==> src/rtl/serial_adder_ctrl_if.sv <==
// ============================================================================
// Module   : serial_adder_ctrl_if
// Brief    : Requester <-> serial adder handshake and result bus.
//            Overflow_Out exists only when SERIAL_ADDER_OVERFLOW_EN is defined.
// Revision : 1.0 - initial release
// ============================================================================
`default_nettype none

interface serial_adder_ctrl_if #(
  parameter int DATA_WIDTH = 8
);
  logic                  Start_In;
  logic [DATA_WIDTH-1:0] Data_A_In;
  logic [DATA_WIDTH-1:0] Data_B_In;
  logic                  Carry_In;
  logic                  Ready_Out;
  logic                  Busy_Out;
  logic [DATA_WIDTH-1:0] Sum_Out;
  logic                  Carry_Out;
  logic                  Done_Out;
`ifdef SERIAL_ADDER_OVERFLOW_EN
  logic                  Overflow_Out;

  modport master (
    output Start_In, Data_A_In, Data_B_In, Carry_In,
    input  Ready_Out, Busy_Out, Sum_Out, Carry_Out, Done_Out, Overflow_Out
  );
  modport slave (
    input  Start_In, Data_A_In, Data_B_In, Carry_In,
    output Ready_Out, Busy_Out, Sum_Out, Carry_Out, Done_Out, Overflow_Out
  );
`else
  modport master (
    output Start_In, Data_A_In, Data_B_In, Carry_In,
    input  Ready_Out, Busy_Out, Sum_Out, Carry_Out, Done_Out
  );
  modport slave (
    input  Start_In, Data_A_In, Data_B_In, Carry_In,
    output Ready_Out, Busy_Out, Sum_Out, Carry_Out, Done_Out
  );
`endif
endinterface

`default_nettype wire

==> src/rtl/serial_adder_ctrl.sv <==
// ============================================================================
// Module   : serial_adder_ctrl
// Brief    : Bit-serial adder controller, one shared full adder, LSB first.
//            Optional macro SERIAL_ADDER_OVERFLOW_EN adds Overflow_Out.
// Revision : 1.0 - initial release
// ============================================================================
`default_nettype none

module full_adder (
  input  logic a,
  input  logic b,
  input  logic cin,
  output logic sum,
  output logic cout
);
  assign sum  = a ^ b ^ cin;
  assign cout = (a & b) | (cin & (a ^ b));
endmodule

module serial_adder_ctrl #(
  parameter int DATA_WIDTH = 8
) (
  input logic                Clk,
  input logic                Reset_n,
  serial_adder_ctrl_if.slave bus
);
  localparam int CNT_W = (DATA_WIDTH > 1) ? $clog2(DATA_WIDTH) : 1;
  localparam logic [CNT_W-1:0] LAST_BIT = CNT_W'(DATA_WIDTH - 1);

  typedef enum logic [1:0] {
    IDLE = 2'd0,
    ADD  = 2'd1,
    DONE = 2'd2
  } state_t;

  state_t                state;
  state_t                state_next;
  logic [DATA_WIDTH-1:0] a_sh;
  logic [DATA_WIDTH-1:0] b_sh;
  logic [DATA_WIDTH-1:0] res_sh;
  logic [DATA_WIDTH-1:0] res_next;
  logic                  carry_q;
  logic [CNT_W-1:0]      cnt;
  logic                  fa_sum;
  logic                  fa_cout;
  logic                  load_op;
  logic                  step;
  logic                  finish;
  logic                  ready;
  logic                  busy;

  full_adder u_full_adder (
    .a    (a_sh[0]),
    .b    (b_sh[0]),
    .cin  (carry_q),
    .sum  (fa_sum),
    .cout (fa_cout)
  );

  // The new sum bit enters at the MSB so that after DATA_WIDTH steps bit 0 sits at the LSB.
  generate
    if (DATA_WIDTH > 1) begin : g_wide
      assign res_next = {fa_sum, res_sh[DATA_WIDTH-1:1]};
    end else begin : g_narrow
      assign res_next = fa_sum;
    end
  endgenerate

  always_ff @(posedge Clk) begin
    if (!Reset_n) begin
      state <= IDLE;
    end else begin
      state <= state_next;
    end
  end

  always_comb begin
    state_next = state;
    load_op    = 1'b0;
    step       = 1'b0;
    finish     = 1'b0;
    ready      = 1'b0;
    busy       = 1'b0;
    case (state)
      IDLE: begin
        ready = 1'b1;
        if (bus.Start_In) begin
          load_op    = 1'b1;
          state_next = ADD;
        end
      end
      ADD: begin
        busy = 1'b1;
        step = 1'b1;
        if (cnt == LAST_BIT) begin
          finish     = 1'b1;
          state_next = DONE;
        end
      end
      DONE: begin
        busy       = 1'b1;
        state_next = IDLE;
      end
      default: begin
        state_next = IDLE;
      end
    endcase
  end

  assign bus.Ready_Out = ready;
  assign bus.Busy_Out  = busy;

  always_ff @(posedge Clk) begin
    if (!Reset_n) begin
      a_sh          <= '0;
      b_sh          <= '0;
      res_sh        <= '0;
      carry_q       <= 1'b0;
      cnt           <= '0;
      bus.Sum_Out   <= '0;
      bus.Carry_Out <= 1'b0;
      bus.Done_Out  <= 1'b0;
    end else begin
      bus.Done_Out <= finish;
      if (load_op) begin
        a_sh    <= bus.Data_A_In;
        b_sh    <= bus.Data_B_In;
        carry_q <= bus.Carry_In;
        cnt     <= '0;
      end else if (step) begin
        a_sh    <= a_sh >> 1;
        b_sh    <= b_sh >> 1;
        res_sh  <= res_next;
        carry_q <= fa_cout;
        cnt     <= cnt + 1'b1;
        if (finish) begin
          bus.Sum_Out   <= res_next;
          bus.Carry_Out <= fa_cout;
        end
      end
    end
  end

`ifdef SERIAL_ADDER_OVERFLOW_EN
  // On the final step carry_q still holds the carry into the MSB stage.
  always_ff @(posedge Clk) begin
    if (!Reset_n) begin
      bus.Overflow_Out <= 1'b0;
    end else if (finish) begin
      bus.Overflow_Out <= carry_q ^ fa_cout;
    end
  end
`endif

endmodule

`default_nettype wire
==> src/flat_wrapper.sv <==
// flat-port wrapper written by rule: the top's interface ports become plain ports
module serial_adder_ctrl_flat 
#(
  parameter int DATA_WIDTH = 8
)
  (Clk, Reset_n, bus_Start_In, bus_Data_A_In, bus_Data_B_In, bus_Carry_In, bus_Ready_Out, bus_Busy_Out, bus_Sum_Out, bus_Carry_Out, bus_Done_Out);
  serial_adder_ctrl_if #(.DATA_WIDTH(DATA_WIDTH)) bus_i ();
  input logic Clk;
  input logic Reset_n;
  input wire logic [$bits(bus_i.Start_In)-1:0] bus_Start_In;
  input wire logic [$bits(bus_i.Data_A_In)-1:0] bus_Data_A_In;
  input wire logic [$bits(bus_i.Data_B_In)-1:0] bus_Data_B_In;
  input wire logic [$bits(bus_i.Carry_In)-1:0] bus_Carry_In;
  output wire logic [$bits(bus_i.Ready_Out)-1:0] bus_Ready_Out;
  output wire logic [$bits(bus_i.Busy_Out)-1:0] bus_Busy_Out;
  output wire logic [$bits(bus_i.Sum_Out)-1:0] bus_Sum_Out;
  output wire logic [$bits(bus_i.Carry_Out)-1:0] bus_Carry_Out;
  output wire logic [$bits(bus_i.Done_Out)-1:0] bus_Done_Out;
  assign bus_i.Start_In = bus_Start_In;
  assign bus_i.Data_A_In = bus_Data_A_In;
  assign bus_i.Data_B_In = bus_Data_B_In;
  assign bus_i.Carry_In = bus_Carry_In;
  assign bus_Ready_Out = bus_i.Ready_Out;
  assign bus_Busy_Out = bus_i.Busy_Out;
  assign bus_Sum_Out = bus_i.Sum_Out;
  assign bus_Carry_Out = bus_i.Carry_Out;
  assign bus_Done_Out = bus_i.Done_Out;
  serial_adder_ctrl #(.DATA_WIDTH(DATA_WIDTH)) u_core (.Clk(Clk), .Reset_n(Reset_n), .bus(bus_i));
endmodule
==> config.mk <==
export PLATFORM = sky130hd
export DESIGN_NAME = serial_adder_ctrl_flat
export DESIGN_NICKNAME = d
export VERILOG_FILES = /design/src/rtl/serial_adder_ctrl_if.sv /design/src/rtl/serial_adder_ctrl.sv /design/src/flat_wrapper.sv
export SDC_FILE = /design/constraint.sdc
export NUM_CORES = 1
export LEC_CHECK = 0
export CAP_MARGIN = 15
export CORE_ASPECT_RATIO = 0.8
export CORE_MARGIN = 2
export CORE_UTILIZATION = 46
export CTS_BUF_LIST = sky130_fd_sc_hd__clkbuf_8
export DETAILED_ROUTE_END_ITERATION = 7
export HOLD_SLACK_MARGIN = 0.02
export PLACE_DENSITY_LB_ADDON = 0.05
export RECOVER_POWER = 50
export SYNTH_ARGS = -nofsm -noshare
export SYNTH_HDL_FRONTEND = slang
export SYNTH_SLANG_ARGS = --single-unit
==> constraint.sdc <==
create_clock -name Clk -period 2.7 [get_ports Clk]
set_input_delay 0.54 -clock Clk [delete_from_list [all_inputs] [get_ports Clk]]
set_output_delay 0.54 -clock Clk [all_outputs]
set_load 0.05 [all_outputs]
# After elaboration in Yosys (flattened, before gate mapping)
# Cells that the tools add are included.
dict set report word_totals {
  elab_cells 45
  memories 0
  output_inout_bits 12
  ramBits 0
  latch_bits 0
  input_bits 20
  register_bits 40
  romBits 0
}
dict set report op_classes {
  reduce_logical 7
  bitwise_logic 7
  n_addsub 1
  shifts 0
  eq_ne 5
  n_lt_le_gt_ge 0
  div_mod_pow 0
  mul 0
  muxes 16
}
# op n
set op_table {}
lappend op_table {{$mux 8} 4}
lappend op_table {{$mux 1} 9}
lappend op_table {{$mux 2} 2}
lappend op_table {{$pmux 2 s2} 1}
lappend op_table {{$reduce_and 2->1} 2}
lappend op_table {{$reduce_or 2->1} 2}
lappend op_table {{$add 3x1->3 const B} 1}
lappend op_table {{$eq 3x3->1 const B} 1}
lappend op_table {{$reduce_and 3->1} 1}
lappend op_table {{$and 1x1->1} 2}
lappend op_table {{$eq 2x1->1 const B} 1}
lappend op_table {{$eq 2x2->1 const B} 1}
lappend op_table {{$logic_not 2->1} 1}
lappend op_table {{$ne 2x1->1 const B} 1}
lappend op_table {{$ne 2x2->1 const B} 1}
lappend op_table {{$not 1->1} 2}
lappend op_table {{$reduce_bool 2->1} 1}
lappend op_table {{$xor 1x1->1} 2}
lappend op_table {{$or 1x1->1} 1}

# Logic depth before layout (Yosys ltp)
# Gate-level depths: netlist of run 1.
dict set report logic_depth {
  word_depth 5
  depth_mapped 6
  ltp_nobuf 5
}

# By module
# Synthesis of run 1 repeated with hierarchy kept, for this count alone.
dict set report unflattened {
  cells_unflattened 170
  area_unflattened_um2 1672.9
}
# mod cells_per_inst seq_area_each_um2 area_per_inst_um2 instances
set modules_own_cells {}
lappend modules_own_cells {serial_adder_ctrl 169 780.7 1652.8 1}
lappend modules_own_cells {full_adder 1 0.0 20.0 1}

# Least setup slack after synthesis of run 1
# OpenSTA, ideal clock, no wires.
dict set report synth_path {
  kind {reg-to-reg}
  start {register u_core.state[0]}
  end {register u_core.bus.Carry_Out}
  required_ns 2.581
  stages_incl_launch_ff 7
  n_path_buf 1
  synth_period_minus_slack_ns 1.639
  arrival_ns 1.520
  setup_time_ns 0.119
  path_slack_ns 1.061
  path_cell_list {dfxtp_1 > inv_1 > ha_1 > nand2_2 > and3_4 > buf_6 > mux2i_1}
}
dict set report synth_via {
  elab_chain_len 4
  word_cells_on_any_way 7
  cone_classes {1 x eq/ne; 3 x mux; 1 x bitwise; 2 x reduce/logical}
}
# item line_no
set synth_lines {}
lappend synth_lines {{from (decl)} serial_adder_ctrl.sv:36} ;# state_t state;
lappend synth_lines {{from (signal assigned)} serial_adder_ctrl.sv:73} ;# state <= state_next;
lappend synth_lines {{$logic_not 2->1} serial_adder_ctrl.sv:84} ;# case (state)
lappend synth_lines {{$mux 1} serial_adder_ctrl.sv:84}
lappend synth_lines {{$not 1->1 (no line)} n/a}
lappend synth_lines {{$reduce_and 3->1 (no line) (*)} n/a}
lappend synth_lines {{to (signal assigned)} serial_adder_ctrl.sv:138} ;# bus.Carry_Out <= fa_cout;
lappend synth_lines {{to (decl)} serial_adder_ctrl_if.sv:39} ;# output Ready_Out, Busy_Out, Sum_Out, Carry_Out, Done_Out
# Mark *: on every way between the ends. The rest lies on a longest branch, timed or not.
# A chain may end at the register's enable or synchronous reset.

# Worst setup path in the final report of run 1
dict set report layout_path {
  start {register u_core.state[1]}
  end {output port bus_Ready_Out}
}
dict set report layout_via {
  elab_chain_len 2
}
# item line_no
set layout_lines {}
lappend layout_lines {{$logic_not 2->1} serial_adder_ctrl.sv:84}
lappend layout_lines {{$mux 1} serial_adder_ctrl.sv:84}
lappend layout_lines {{to (decl)} flat_wrapper.sv:14} ;# output wire logic [$bits(bus_i.Ready_Out)-1:0] bus_Ready_Out;
# Every way passes these cells.

==> metrics.txt, run 1 <==
status=finished clean; IO Port Bufs=31; largest net degree at the start of global routing=48; Arr. time, crit path=1790 ps; worst hold slack=457 ps; worst-margin pin slew=635 ps; DR WL/cell=12.2 um; crit-path max cell delay=830 ps; yosys warns=0; Gate Count Post-Synth=170; Area after DPL=2000 um^2; Placement Rows=19; total setup buffers inserted after CTS=0; ys flop type=dfxtp_1; clock latency on the worst-skew pair=290 ps; final setup fails=0; Power Internal=1.06 mW; I/O pins=32; largest family of logic cells by synthesized area=multiplexers; clk sink count=39; die height=57.8 um; Power Total=1.52 mW; GRT overflow=0; Clk Tree Root Cell=clkbuf_8; ANT nets after route=0; Synth Area in Adders=4.96%; Synth Area in Simple Gates=11.3%; peak supply drop=0.387 mV; Synth Area in XOR/XNOR=0.526%; asr flop ratio synth=0%; pre-CTS setup slack=663 ps; Post-Syn Area=1670 um^2; compound-gate portion of the synthesized area=11.1%; H-tree depth reported by CTS=2; synthesized area per cell=9.80 um^2; register area share after synthesis=46.9%; vias in the first global route=1136; cells along the critical path=inv_1 -> ha_1 -> clkdlybuf4s50_1; first drt pass iteration count=4; Core Region=3450 um^2; initial drt markers=31; fin crit period=2330 ps; Starting Density=48.3%; DP HPWL=2.04 mm; Final Hold Viols=0; reported net switching power=0.462 mW; Critical Path RT=2160 ps; Sw Ratio=30.3%; DRC Markers=0; DR vias=1208; fin. max-slew vios=0; first-pass GRT wire length=4.97 mm; RSZ-0062 raised after global routing=false; Setup Skew=3.18 ps; Final Cycle Share=86.4%; maxcap violations=0; library cells used by synthesis=22; delay-heaviest family, CP=buffers and inverters; synthesis-stage register bit count=39; Worst Hold Class=register to register; post-route cell area=2090 um^2; # diodes=0; clock slew at reported path FFs=70 ps; share of cells above drive strength 1=5.47%; Via density=4.97; number of synthesized flops with an enable pin=0; Crit-path slowest cell=clkdlybuf4s50_1; initial antenna violation count=0; Post-Syn Nets=196; commonest non-fill, non-tap cell in the layout=dfxtp_1; chip width=71.3 um; clock power share=27.5%; final WL=2.95 mm; post-cts sizing count=0; crit start category=register; nets=226; leakage power=0.769 nW; CTS hold repair buffers=0; GRT Total Usage=15.9%; CTS tree=yes; die area=4120 um^2; Slew headroom=57.7%; pwr/cell area=729 nW/um^2; CTS Buffer Depth=2; commonest cells after routing, fill and taps aside=39 x dfxtp_1, 34 x mux2i_1, 31 x clkdlybuf4s50_1; Layout area overhead=25.3%; Worst setup EP type=output port; combinational cell fraction of total power=27.9%; fmax=0.429 GHz; setup_tns=0 ps; critical path type=register to output port; CTS buffer count=5; gpl congestion=0.775; mux cell area share after synthesis=20.4%; worst setup margin=368 ps; Flop pwr share=44.5%; crit path max fanout=5; Worst Path Buf+Inv=2
[through the flow]
stage	instances	utilization (%)
after global routing	243	60.5
after CTS	243	60.9
final	243	60.5
after global placement	235	58.0
after floorplan	170	-
after detailed placement	235	58.0
[flip-flops by register name, summed over array words and instances, names as in the netlist]
| name | count |
|---|---|
| u_core.state | 2 |
| u_core.b_sh | 8 |
| u_core.bus.Carry_Out | 1 |
| u_core.carry_q | 1 |
| u_core.bus.Done_Out | 1 |
| u_core.res_sh | 7 |
| u_core.cnt | 3 |
| u_core.a_sh | 8 |
| u_core.bus.Sum_Out | 8 |
[cell type report]
class	instances	area, um^2
Sequential cell	39	781
Clock buffer	7	96.3
Clock inverter	1	3.75
Fill cell	285	1360
Multi-Input combinational cell	115	806
Inverter	3	11.3
Tap cell	42	52.6
Timing Repair Buffer	36	337
[metal layers]
layer / vias up / part of all wire (%) / wire, um / GRT usage (%)
met1: 532 / 50 / 1470 / 19.3
li1: 641 / - / - / -
met5: - / 0 / 0 / 0
met2: 29 / 42 / 1250 / 25.0
met4: 0 / 2.0 / 58 / 7.28
met3: 6 / 6.0 / 176 / 6.43
[power by group through the flow]
stage / Combinational, mW / Sequential [mW] / Clock [mW]
2_1_floorplan: 0.339 / 0.680 / 0
3_3_place_gp: 0.427 / 0.688 / 0
3_5_place_dp: 0.437 / 0.691 / 0
4_1_cts: 0.438 / 0.678 / 0.434
5_1_grt: 0.462 / 0.686 / 0.467
6_report: 0.425 / 0.678 / 0.419
[synthesized netlist by cell type, types with 3 or more instances]
cell,n,area (um^2)
nand2_1,21,78.8
buf_2,6,30.0
dfxtp_1,39,781
ha_1,5,62.6
inv_1,3,11.3
clkbuf_1,5,18.8
nor2_1,3,11.3
mux2i_1,34,340
a21oi_1,16,80.1
nor2b_1,8,50.1
o21ai_0,16,80.1
[worst paths after layout]
kind | from | to | slack (ps) | cells after the start
worst max-delay path | u_core.state[1] | bus_Ready_Out | 370 | 3
worst min-delay path | u_core.bus.Sum_Out[2] | u_core.bus.Sum_Out[2] | 460 | 2
worst max register to register | u_core.state[1] | u_core.b_sh[0] | 830 | 5
worst min register to register | u_core.bus.Sum_Out[2] | u_core.bus.Sum_Out[2] | 460 | 2
[logic make-up after synthesis]
group           count (synthesis)
buf+inv                        16
compound gates                 35
flops                          39
simple gates                   39
fa+ha+maj                       6
mux                            34
xor+xnor                        1
[worst reg2reg max path: stages, from the launching register on]
cell and delay, ps:
dfxtp_1 300, inv_1 100, ha_1 460, clkbuf_1 550
mux2i_1 250, a21oi_1 80
Power figures use the tool's default switching activity.
==> run 2: changes to the inputs <==
--- a/config.mk
+++ b/config.mk
@@ -12,6 +12,7 @@
 export CTS_BUF_LIST = sky130_fd_sc_hd__clkbuf_8
 export DETAILED_ROUTE_END_ITERATION = 7
 export HOLD_SLACK_MARGIN = 0.02
+export MAX_ROUTING_LAYER = met4
 export PLACE_DENSITY_LB_ADDON = 0.05
 export RECOVER_POWER = 50
 export SYNTH_ARGS = -nofsm -noshare
==> metrics.txt, run 2 (synthesis gave the netlist of run 1 again) <==
maxcap violations=0; peak supply drop=0.388 mV; CTS buffer count=5; Clk Tree Root Cell=clkbuf_8; GRT Total Usage=16.4%; Finished Core Util=60.5%; die area=4120 um^2; initial antenna violation count=0; cells along the critical path=inv_1 -> ha_1 -> clkdlybuf4s50_1; fin crit period=2330 ps; RSZ-0062 raised after global routing=false; initial drt markers=32; first drt pass iteration count=5; crit path max fanout=5; leakage power=0.769 nW; chip width=71.3 um; ANT nets after route=0; CTS Buffer Depth=2; post-cts sizing count=0; Setup Skew=3.16 ps; fillcell total=285; delay-heaviest family, CP=buffers and inverters; crit-path max cell delay=830 ps; commonest non-fill, non-tap cell in the layout=dfxtp_1; Critical Path RT=2160 ps; Worst Hold Class=register to register; # diodes=0; share of cells above drive strength 1=5.47%; commonest cells after routing, fill and taps aside=39 x dfxtp_1, 34 x mux2i_1, 31 x clkdlybuf4s50_1; Via density=4.97; crit start category=register; setup_tns=0 ps; CTS tree=yes; die height=57.8 um; clock latency on the worst-skew pair=290 ps; Layout area overhead=25.3%; IO Port Bufs=31; vias in the first global route=1135; Starting Density=48.3%; H-tree depth reported by CTS=2; Worst Path Buf+Inv=2; final setup fails=0; Crit-path slowest cell=clkdlybuf4s50_1; fmax=0.429 GHz; fin. max-slew vios=0; Arr. time, crit path=1790 ps; GRT overflow=0; nets=226; largest net degree at the start of global routing=48; gpl congestion=0.785; status=finished clean; worst-margin pin slew=626 ps; DR WL/cell=12.1 um; Final Cycle Share=86.3%; pwr/cell area=728 nW/um^2; DRC Markers=0; first-pass GRT wire length=4.97 mm; I/O pins=32; Largest regs=u_core.a_sh (8), u_core.b_sh (8), u_core.bus.Sum_Out (8); Placement Rows=19; Final Hold Viols=0; clock slew at reported path FFs=70 ps; Slew headroom=58.3%; CTS hold repair buffers=0; critical path type=register to output port; Core Region=3450 um^2; total setup buffers inserted after CTS=0; DR vias=1208; clk sink count=39; Worst setup EP type=output port; DP HPWL=2.04 mm; final WL=2.94 mm
==> run 2: cell counts in the layout (fill, tap and decap cells not counted) <==
Identical to the previous run, type by type.
==> run 2: stage by stage <==
step           instance area (um^2)  power, mW  hold slack, ps  worst slack, ps  cells
6_report                       2090       1.52             457              370    243
5_1_grt                        2090       1.61             476              295    243
4_1_cts                        2100       1.55             462              355    243
3_5_place_dp                   2000       1.13             447              663    235
3_3_place_gp                   2000       1.12             442              718    235
2_1_floorplan                  1670       1.02             437             1060    170
==> run 2: path summary, 6_finish.rpt <==
kind	cells past startpoint	end	slack, ps	from
max	3	bus_Ready_Out	370	u_core.state[1]
min	2	u_core.bus.Sum_Out[2]	460	u_core.bus.Sum_Out[2]
max reg2reg	5	u_core.b_sh[0]	830	u_core.state[1]
min reg2reg	2	u_core.bus.Sum_Out[2]	460	u_core.bus.Sum_Out[2]
==> run 2: worst register-to-register path, cell delays in order (launching register included) <==
cell      delay [ps]
dfxtp_1          300
inv_1            100
ha_1             460
clkbuf_1         550
mux2i_1          250
a21oi_1           80
==> run 2: final cells by class <==
cell class,count,area [um^2],share of cell area (%)
Clock inverter,1,3.75,0.180
Inverter,3,11.3,0.540
Multi-Input combinational cell,115,806,38.6
Clock buffer,7,96.3,4.62
Timing Repair Buffer,36,337,16.1
Sequential cell,39,781,37.4
Tap cell,42,52.6,2.52
==> run 2: routing by layer <==
layer  vias to the layer above  GRT usage [%]  part of all wire (%)
met5                         -              -                     0
met4                         0           7.28                   1.9
met3                         5           6.43                   6.0
met2                        29           25.0                    43
met1                       534           19.3                    49
li1                        640              -                     -
==> run 2: power breakdown <==
group / total (mW) / switching (mW) / internal [mW]
sequential: 0.678 / 0.0380 / 0.640
combinational: 0.424 / 0.232 / 0.192
clock: 0.418 / 0.189 / 0.229
total: 1.52 / 0.459 / 1.06
==> run 3: changes to the inputs <==
--- a/config.mk
+++ b/config.mk
@@ -11,9 +11,10 @@
 export CORE_UTILIZATION = 46
 export CTS_BUF_LIST = sky130_fd_sc_hd__clkbuf_8
 export DETAILED_ROUTE_END_ITERATION = 7
+export GPL_ROUTABILITY_DRIVEN = 1
 export HOLD_SLACK_MARGIN = 0.02
 export MAX_ROUTING_LAYER = met4
-export PLACE_DENSITY_LB_ADDON = 0.05
+export PLACE_DENSITY = 0.7
 export RECOVER_POWER = 50
 export SYNTH_ARGS = -nofsm -noshare
 export SYNTH_HDL_FRONTEND = slang
==> metrics.txt, run 3 (synthesis gave the netlist of run 1 again) <==
pwr/cell area=706 nW/um^2; Largest regs=u_core.a_sh (8), u_core.b_sh (8), u_core.bus.Sum_Out (8); crit start category=register; Area after DPL=1980 um^2; first drt pass iteration count=4; met1 usage=17.5%; final WL=2.97 mm; first-pass GRT wire length=5.00 mm; gpl congestion=0.754; initial antenna violation count=0; maxcap violations=0; DR vias=1218; post-route cell area=2050 um^2; # diodes=0; Starting Density=48.3%; met2 Usage GRT=26.9%; GRT Total Usage=15.8%; crit path to=bus_Busy_Out; leakage power=0.760 nW; fmax=0.430 GHz; nets=223; CTS Buffer Depth=2; Layout area overhead=23.4%; CTS tree=yes; Core Region=3450 um^2; global route hottest layer=met2; post-cts sizing count=0; Worst R2R Setup Slack=910 ps; crit path max fanout=3; Reg-to-Reg Start=u_core.state[0]; fin crit period=2320 ps; setup_tns=0 ps; Slew headroom=50.2%; worst-margin pin slew=746 ps; total setup buffers inserted after CTS=0; Placement Rows=19; commonest non-fill, non-tap cell in the layout=dfxtp_1; clock slew at reported path FFs=70 ps; Clk Tree Root Cell=clkbuf_8; final setup fails=0; GRT met3 Usage=4.52%; die area=4120 um^2; chip width=71.3 um; R2R depth=5; Worst R2R End=u_core.bus.Carry_Out; clk sink count=39; DP HPWL=2.06 mm; Worst Hold Class=register to register; IO Port Bufs=31; clock latency on the worst-skew pair=280 ps; critical path type=register to output port; RSZ-0062 raised after global routing=false; fillcell total=302; initial drt markers=30; worst setup margin=376 ps; Arr. time, crit path=1780 ps; ANT nets after route=0; CP Launch Point=u_core.state[0]; vias in the first global route=1185; CTS buffer count=5; DR WL/cell=12.4 um; Worst setup EP type=output port; Final Hold Viols=0; share of cells above drive strength 1=5.05%; H-tree depth reported by CTS=2; DRC Markers=0; Critical Path RT=2160 ps; fin. max-slew vios=0; I/O pins=32; CTS hold repair buffers=0; largest net degree at the start of global routing=48; peak supply drop=0.348 mV; commonest cells after routing, fill and taps aside=39 x dfxtp_1, 34 x mux2i_1, 29 x clkdlybuf4s50_1; die height=57.8 um; status=finished clean; pre-CTS setup slack=574 ps; Via density=5.08; Finished Core Util=59.6%; Setup Skew=5.47 ps; GRT overflow=0; Final Cycle Share=86.1%
-- run 3: cell type report --
class | instances | area (um^2) | area share, %
clock buffers | 5 | 68.8 | 3.35
clock inverters | 3 | 12.5 | 0.609
inverters | 3 | 11.3 | 0.548
multi-input cells | 115 | 806 | 39.2
flip-flops and latches | 39 | 781 | 38.0
well taps | 42 | 52.6 | 2.56
repair buffers | 33 | 323 | 15.7
-- run 3: stage by stage --
| stage | power, mW | hold slack (ps) | instances |
|---|---|---|---|
| floorplan | 1.02 | 437 | 170 |
| global placement | 1.09 | 444 | 232 |
| detailed placement | 1.11 | 456 | 232 |
| CTS | 1.46 | 466 | 240 |
| global route | 1.53 | 488 | 240 |
| finish | 1.45 | 461 | 240 |
-- run 3: worst min path at each step --
stage                     slack [ps]                     to  cells past startpoint                  start
after floorplan                  440  u_core.bus.Sum_Out[0]                      2       u_core.res_sh[1]
after global placement           440  u_core.bus.Sum_Out[4]                      2  u_core.bus.Sum_Out[4]
after detailed placement         460  u_core.bus.Sum_Out[0]                      2  u_core.bus.Sum_Out[0]
after CTS                        470  u_core.bus.Sum_Out[0]                      2  u_core.bus.Sum_Out[0]
after global routing             490  u_core.bus.Sum_Out[6]                      2  u_core.bus.Sum_Out[6]
final                            460  u_core.bus.Sum_Out[0]                      2  u_core.bus.Sum_Out[0]
-- run 3: layer usage --
| layer | share of wire (%) | wire [um] |
|---|---|---|
| met1 | 47 | 1390 |
| met5 | 0 | 0 |
| met2 | 48 | 1440 |
| met3 | 3.9 | 116 |
| met4 | 0.81 | 24 |
-- run 3: power breakdown --
part           internal (mW)  switching, mW  leakage (nW)
registers              0.640         0.0384         0.318
clock network          0.174          0.185        0.0505
logic                  0.185          0.229         0.391
total                  0.998          0.452         0.760
-- run 3: worst max-delay path: stages (launching register included) --
cell and delay, ps:
dfxtp_1 360, inv_1 80, ha_1 280, clkdlybuf4s50_1 790
